**src/rtl/mem_bus_master_if.sv**
```systemverilog
// Bundle of request, write-stream, read-stream, status and memory-side signals for mem_bus_master.
// The master modport is the initiator's view; the slave modport is the view of the CPU/memory side.
interface mem_bus_master_if #(
  parameter int DATA_WIDTH = 16,
  parameter int ADDR_WIDTH = 16,
  parameter int LEN_WIDTH  = 8
);
  logic                  req_valid;
  logic                  req_ready;
  logic                  req_write;
  logic [ADDR_WIDTH-1:0] req_addr;
  logic [LEN_WIDTH-1:0]  req_len;
  logic                  wr_valid;
  logic                  wr_ready;
  logic [DATA_WIDTH-1:0] wr_data;
  logic                  rd_valid;
  logic [DATA_WIDTH-1:0] rd_data;
  logic                  busy;
  logic                  done;
  logic                  err;
  logic                  mem_addr_en;
  logic [ADDR_WIDTH-1:0] mem_addr;
  logic                  mem_in_en;
  logic [DATA_WIDTH-1:0] mem_in;
  logic                  mem_out_en;
  logic [DATA_WIDTH-1:0] mem_out;

  modport master (
    input  req_valid, req_write, req_addr, req_len, wr_valid, wr_data, mem_out,
    output req_ready, wr_ready, rd_valid, rd_data, busy, done, err,
           mem_addr_en, mem_addr, mem_in_en, mem_in, mem_out_en
  );

  modport slave (
    output req_valid, req_write, req_addr, req_len, wr_valid, wr_data, mem_out,
    input  req_ready, wr_ready, rd_valid, rd_data, busy, done, err,
           mem_addr_en, mem_addr, mem_in_en, mem_in, mem_out_en
  );
endinterface

```
**src/rtl/mem_bus_master.sv**
```systemverilog
// Single-port memory bus initiator: sequences addr_en / in_en / out_en strobes for word and
// burst transfers, streams write data in and read data out.
//
// state  | meaning
// IDLE   | ready for a request
// ADDR   | present cur_addr with mem_addr_en
// WR     | wait for a write word; mem_in_en follows wr_valid
// RD_EN  | mem_out_en; memory registers the word
// RD_CAP | capture mem_out into rd_data
// DONE   | one-cycle done (and err on write timeout)
module mem_bus_master #(
  parameter int DATA_WIDTH = 16,
  parameter int ADDR_WIDTH = 16,
  parameter int LEN_WIDTH  = 8,
  parameter int WR_TIMEOUT = 255
) (
  input logic              clk,
  input logic              rst,
  mem_bus_master_if.master bus
);

  localparam int WAIT_W = (WR_TIMEOUT > 1) ? $clog2(WR_TIMEOUT) : 1;
  localparam logic [WAIT_W-1:0] WAIT_LAST = WAIT_W'((WR_TIMEOUT > 0) ? WR_TIMEOUT - 1 : 0);
  localparam bit TIMEOUT_ON = (WR_TIMEOUT > 0);

  typedef enum logic [2:0] {IDLE, ADDR, WR, RD_EN, RD_CAP, DONE} state_t;

  state_t                state;
  logic [ADDR_WIDTH-1:0] cur_addr;
  logic [LEN_WIDTH-1:0]  remaining;
  logic                  is_write;
  logic                  aborted;
  logic [WAIT_W-1:0]     wait_cnt;
  logic                  rd_valid_q;
  logic [DATA_WIDTH-1:0] rd_data_q;

  always_ff @(posedge clk or posedge rst) begin
    if (rst) begin
      state      <= IDLE;
      cur_addr   <= '0;
      remaining  <= '0;
      is_write   <= 1'b0;
      aborted    <= 1'b0;
      wait_cnt   <= '0;
      rd_valid_q <= 1'b0;
      rd_data_q  <= '0;
    end else begin
      rd_valid_q <= 1'b0;
      case (state)
        IDLE: begin
          if (bus.req_valid) begin
            cur_addr  <= bus.req_addr;
            remaining <= bus.req_len;
            is_write  <= bus.req_write;
            aborted   <= 1'b0;
            wait_cnt  <= '0;
            state     <= ADDR;
          end
        end
        ADDR: state <= is_write ? WR : RD_EN;
        WR: begin
          if (bus.wr_valid) begin
            wait_cnt <= '0;
            if (remaining == '0) begin
              state <= DONE;
            end else begin
              cur_addr  <= cur_addr + 1'b1;
              remaining <= remaining - 1'b1;
              state     <= ADDR;
            end
          end else if (TIMEOUT_ON && wait_cnt == WAIT_LAST) begin
            // WR_TIMEOUT idle cycles elapsed without a word: abandon the rest of the burst
            aborted <= 1'b1;
            state   <= DONE;
          end else if (TIMEOUT_ON) begin
            wait_cnt <= wait_cnt + 1'b1;
          end
        end
        RD_EN: state <= RD_CAP;
        RD_CAP: begin
          rd_data_q  <= bus.mem_out;
          rd_valid_q <= 1'b1;
          if (remaining == '0) begin
            state <= DONE;
          end else begin
            cur_addr  <= cur_addr + 1'b1;
            remaining <= remaining - 1'b1;
            state     <= ADDR;
          end
        end
        DONE:    state <= IDLE;
        default: state <= IDLE;
      endcase
    end
  end

  // Strobes and status are decoded from the state register only, except the write
  // datapath which passes wr_valid/wr_data straight through while in WR.
  assign bus.req_ready   = (state == IDLE);
  assign bus.busy        = (state != IDLE);
  assign bus.done        = (state == DONE);
  assign bus.err         = (state == DONE) && aborted;
  assign bus.wr_ready    = (state == WR);
  assign bus.mem_addr_en = (state == ADDR);
  assign bus.mem_addr    = (state == ADDR) ? cur_addr : '0;
  assign bus.mem_in_en   = (state == WR) && bus.wr_valid;
  assign bus.mem_in      = (state == WR) ? bus.wr_data : '0;
  assign bus.mem_out_en  = (state == RD_EN);
  assign bus.rd_valid    = rd_valid_q;
  assign bus.rd_data     = rd_data_q;

endmodule
```
**src/flat_wrapper.sv**
```systemverilog
// flat-port wrapper written by rule: the top's interface ports become plain ports
module mem_bus_master_flat 
#(
  parameter int DATA_WIDTH = 16,
  parameter int ADDR_WIDTH = 16,
  parameter int LEN_WIDTH  = 8,
  parameter int WR_TIMEOUT = 255
)
  (clk, rst, bus_req_valid, bus_req_write, bus_req_addr, bus_req_len, bus_wr_valid, bus_wr_data, bus_mem_out, bus_req_ready, bus_wr_ready, bus_rd_valid, bus_rd_data, bus_busy, bus_done, bus_err, bus_mem_addr_en, bus_mem_addr, bus_mem_in_en, bus_mem_in, bus_mem_out_en);
  mem_bus_master_if #(.DATA_WIDTH(DATA_WIDTH), .ADDR_WIDTH(ADDR_WIDTH), .LEN_WIDTH(LEN_WIDTH)) bus_i ();
  input logic clk;
  input logic rst;
  input wire logic [$bits(bus_i.req_valid)-1:0] bus_req_valid;
  input wire logic [$bits(bus_i.req_write)-1:0] bus_req_write;
  input wire logic [$bits(bus_i.req_addr)-1:0] bus_req_addr;
  input wire logic [$bits(bus_i.req_len)-1:0] bus_req_len;
  input wire logic [$bits(bus_i.wr_valid)-1:0] bus_wr_valid;
  input wire logic [$bits(bus_i.wr_data)-1:0] bus_wr_data;
  input wire logic [$bits(bus_i.mem_out)-1:0] bus_mem_out;
  output wire logic [$bits(bus_i.req_ready)-1:0] bus_req_ready;
  output wire logic [$bits(bus_i.wr_ready)-1:0] bus_wr_ready;
  output wire logic [$bits(bus_i.rd_valid)-1:0] bus_rd_valid;
  output wire logic [$bits(bus_i.rd_data)-1:0] bus_rd_data;
  output wire logic [$bits(bus_i.busy)-1:0] bus_busy;
  output wire logic [$bits(bus_i.done)-1:0] bus_done;
  output wire logic [$bits(bus_i.err)-1:0] bus_err;
  output wire logic [$bits(bus_i.mem_addr_en)-1:0] bus_mem_addr_en;
  output wire logic [$bits(bus_i.mem_addr)-1:0] bus_mem_addr;
  output wire logic [$bits(bus_i.mem_in_en)-1:0] bus_mem_in_en;
  output wire logic [$bits(bus_i.mem_in)-1:0] bus_mem_in;
  output wire logic [$bits(bus_i.mem_out_en)-1:0] bus_mem_out_en;
  assign bus_i.req_valid = bus_req_valid;
  assign bus_i.req_write = bus_req_write;
  assign bus_i.req_addr = bus_req_addr;
  assign bus_i.req_len = bus_req_len;
  assign bus_i.wr_valid = bus_wr_valid;
  assign bus_i.wr_data = bus_wr_data;
  assign bus_i.mem_out = bus_mem_out;
  assign bus_req_ready = bus_i.req_ready;
  assign bus_wr_ready = bus_i.wr_ready;
  assign bus_rd_valid = bus_i.rd_valid;
  assign bus_rd_data = bus_i.rd_data;
  assign bus_busy = bus_i.busy;
  assign bus_done = bus_i.done;
  assign bus_err = bus_i.err;
  assign bus_mem_addr_en = bus_i.mem_addr_en;
  assign bus_mem_addr = bus_i.mem_addr;
  assign bus_mem_in_en = bus_i.mem_in_en;
  assign bus_mem_in = bus_i.mem_in;
  assign bus_mem_out_en = bus_i.mem_out_en;
  mem_bus_master #(.DATA_WIDTH(DATA_WIDTH), .ADDR_WIDTH(ADDR_WIDTH), .LEN_WIDTH(LEN_WIDTH), .WR_TIMEOUT(WR_TIMEOUT)) u_core (.clk(clk), .rst(rst), .bus(bus_i));
endmodule
```
**config.mk**
```make
export PLATFORM = sky130hd
export DESIGN_NAME = mem_bus_master_flat
export DESIGN_NICKNAME = d
export VERILOG_FILES = /design/src/rtl/mem_bus_master_if.sv /design/src/rtl/mem_bus_master.sv /design/src/flat_wrapper.sv
export SDC_FILE = /design/constraint.sdc
export NUM_CORES = 1
export LEC_CHECK = 0
export BUFFER_PORTS_ARGS = -buffer_cell sky130_fd_sc_hd__buf_4
export CAP_MARGIN = 40
export CORE_MARGIN = 2
export CORE_UTILIZATION = 45
export DETAILED_ROUTE_END_ITERATION = 8
export PLACE_DENSITY = 0.82
export SLEW_MARGIN = 10
export SYNTH_ARGS = -nofsm -noshare
export SYNTH_HDL_FRONTEND = slang
export SYNTH_SLANG_ARGS = --single-unit
```
**constraint.sdc**
```tcl
create_clock -name clk -period 1.8 [get_ports clk]
set_input_delay 0.45 -clock clk [delete_from_list [all_inputs] [get_ports clk]]
set_output_delay 0.45 -clock clk [all_outputs]
set_load 0.02 [all_outputs]
```
==> impl_results.md <==
* Post-Syn Instances at 334
* GRT Util Overall at 25.7%
* Critical R2R Launch: u_core.state[0]$_DFFE_PP0P_
* Critical path's most frequent cell: nor2_4
* RSZ-0062 raised after global routing: yes
* Port Buf Inserts at 117
* # DRC at 0
* PwrDens at about 1900 nW/um^2
* CTS tree: yes
* Die Area at a little over 8000 sq um
* Worst setup EP type: output port
* Starting density of the core at about 46%
* Fillers at 495
* DP Area at 4710 sq um
* Worst Path Buf+Inv at 2
* Net count reported at finish at 570
* XOR/XNOR Fraction of Synth Area at 1.24%
* Synth Area in Compound Gates at 22.4%
* Largest net degree at the start of global routing at 38
* Sequential Area at 1360 sq um
* H-tree Lvls at 2
* Clock transition at the registers of the reported paths at 0.12 ns
* Sequential area share after synthesis at 40.6%
* Main combinational cell family by area after synthesis: compound AO/OA/AOI/OAI gates
* Die X at 90 microns
* Largest incremental delay on the critical path at 0.45 ns
* Status: finished, violations left
* Crit share post-route at 115%
* First-pass GRT wire length at around 17000 microns
* Count leader, synth: dfrtp_1
* Clock Path Buffers at 2
* Crit start category: flop
* Multi-input logic area at 2100 sq um
* GR Layer Usage met2 at a little over two fifths
* Via count at 3632
* Async set-reset flop share out of synthesis at 100%
* HPWL after DPL at 7230 microns
* Top FF cell, synth: dfrtp_1
* Via-to-Cell Ratio at 6.00
* Fraction of layout cells with a size suffix above 1 at 57.1%
* Pre-CTS setup slack at -0.147 ns
* TritonCTS buffer count at 5
* Design Area, Final at roughly 5300 sq um
* Core area at around 7200 sq um
* Clock latency on the worst-skew pair at between 0.3 and 0.4 ns
* GRT overflow at 0
* Synth top cells by count: dfrtp_1 (54), and2_1 (33), o21ai_0 (19)
* Vias in the first global route at 3521
* GR peak layer: met2
* Clock Skew at 0.0154 ns
* Worst endpoint required time at ~1.4 ns
* CP Data Arrival Time at 1.62 ns
* EDFF count, synth at 0
* Height of the die at 90 microns
* Failing checks: negative setup slack
* Worst hold path class: in2async
* Final Hold Viols at 0
* GR Layer Usage met1 at 33.0%
* Synth Area in Adders at under 10%
* Diode count at 0
* Per-cell routed wire length at 18.4 microns
* Reg2Reg Setup Slack at -0.16 ns
* Slew HR at 68.2%
* CP max FO at 4
* Setup TNS at -7.89 ns
* Max Cap Viol at 0
* Area leader, netlist: dfrtp_1
* Final worst setup slack at -0.269 ns
* Actual slew at the worst max-slew pin at 0.470 ns
* Final ANT Viol Nets at 0
* Yosys top cell area share at 40.6%
* Leak pwr at 2.41 nW
* R2R depth at 6
* Met3 usage at approximately 5.0%
* Worst hold slack at 0.108 ns
* F_max at 483 MHz
* Dominant cells by area after synthesis: dfrtp_1 (41%), and2_1 (6.2%), mux2_2 (6.1%), o21ai_0 (2.9%), a221oi_1 (2.6%)
* CP max stage cell: dfrtp_2
* Post-synth cell types at 64
* Antenna violations before repair at 0
* Minimum clock period at 2.07 ns
* Post-Synth Simple-Gate Area at 20.8%
* Fin. max-slew vios at 0
* Drt first pass iters at 4
* Initial DRC Count at just over 200
* Maximum vdd drop at 854 uV
* Syn Nets at 399
* Delay-heaviest family, CP: simple AND/OR/NAND/NOR gates
* Ys Warns at 0
* Syn Area/Cell at 9.96 sq um
* Gpl congestion at between 0.9 and 1
* Sink Count at 54
* I/O pins at 118
* Critical Path Source: u_core.state[1]$_DFFE_PP0P_
* Root Buffer: clkbuf_8
* Worst r2r dst: u_core.wait_cnt[4]$_DFFE_PP0P_
* Placed Cells at ~580
* Setup violators final at 53
* Total routed wirelength at roughly 11000 microns
* Kind of critical path: reg2out
* Post-synthesis mux area share at 8.20%
* Rows at 31
* Layout overhead on the synthesized area at 60.6%
* Cell Area, Synth at 3330 sq um
* CP cell instances: nand2b_4 -> nor2_4 -> clkinvlp_4 -> nor2_4 -> buf_6
* #FFs+latches synth at 54
* Finished Layout Cells at 605
## worst max path at each step
stage	to	slack, ns	cells after the start
after floorplan	u_core.state[1]$_DFFE_PP0P_	-0.08	1
after global placement	u_core.wait_cnt[4]$_DFFE_PP0P_	-0.005	5
after detailed placement	u_core.remaining[6]$_DFFE_PP0P_	-0.15	8
after CTS	bus_mem_addr[3]	-0.17	5
after global routing	bus_mem_addr[7]	-0.29	5
final	bus_mem_addr[7]	-0.27	5
## registers in the layout (all words and copies together), names as in the netlist
register and count:
u_core.bus.rd_data 16, u_core.cur_addr 16, u_core.remaining 8, u_core.wait_cnt 8, u_core.state 3, u_core.aborted 1, u_core.bus.rd_valid 1, u_core.is_write 1
## metal layers
layer	wire length (microns)	part of all wire [%]
met1	4300	39
met2	5510	49
met5	0	0
met3	937	8.4
met4	398	3.6
## power breakdown
| group | switching [mW] | internal [mW] | total (mW) |
|---|---|---|---|
| logic | 3.48 | 3.43 | 6.90 |
| clock network | 0.458 | 0.423 | 0.881 |
| registers | 0.509 | 1.75 | 2.26 |
## cells by family (layout without fill, tap and decap cells)
group                    count (synthesis)  in the layout
flip-flops                              54             54
adder cells (fa/ha/maj)                  4              4
XOR/XNOR                                 3              3
multiplexers                            24             24
buffers and inverters                   37            209
AND/OR/NAND/NOR                        112            112
AO/OA/AOI/OAI                          100            100
## layout make-up
type                            count  share of cell area (%)
Clock buffer                        5                    1.29
Inverter                           15                    1.17
Timing Repair Buffer              186                    29.6
Tap cell                           99                    2.32
Sequential cell                    54                    25.3
Multi-Input combinational cell    243                    39.4
Clock inverter                      3                   0.889
## repair_timing
item,4_1_cts,5_1_grt
gates resized for setup,44,41
setup buffers,12,8
endpoints found under the setup margin,63,74
pin swaps,10,18
hold buffers,0,0
## placed cells by master (no fill, tap or decap), types with 4 or more instances in the layout
| cell | count |
|---|---|
| and2_4 | 4 |
| inv_2 | 4 |
| nand3_1 | 12 |
| o22ai_1 | 9 |
| buf_6 | 30 |
| buf_12 | 6 |
| o21ai_0 | 16 |
| dfrtp_1 | 51 |
| mux2_2 | 18 |
| o31ai_1 | 4 |
| nor3_1 | 4 |
| nand2_1 | 9 |
| inv_1 | 9 |
| nand4_1 | 11 |
| and2_1 | 20 |
| and2_2 | 9 |
| a2bb2oi_1 | 6 |
| nor2_4 | 7 |
| and3_1 | 5 |
| buf_4 | 150 |
| a221oi_2 | 9 |
| o221ai_1 | 4 |
| o21ai_1 | 4 |
| a21oi_1 | 9 |
| clkbuf_8 | 5 |
## through the flow
step	power, mW	util [%]
final	10.0	74.1
after floorplan	5.65	-
after detailed placement	7.94	65.2
after global placement	7.76	65.2
after CTS	9.32	70.6
after global routing	10.6	74.1
(Power assumes the default switching activity.)
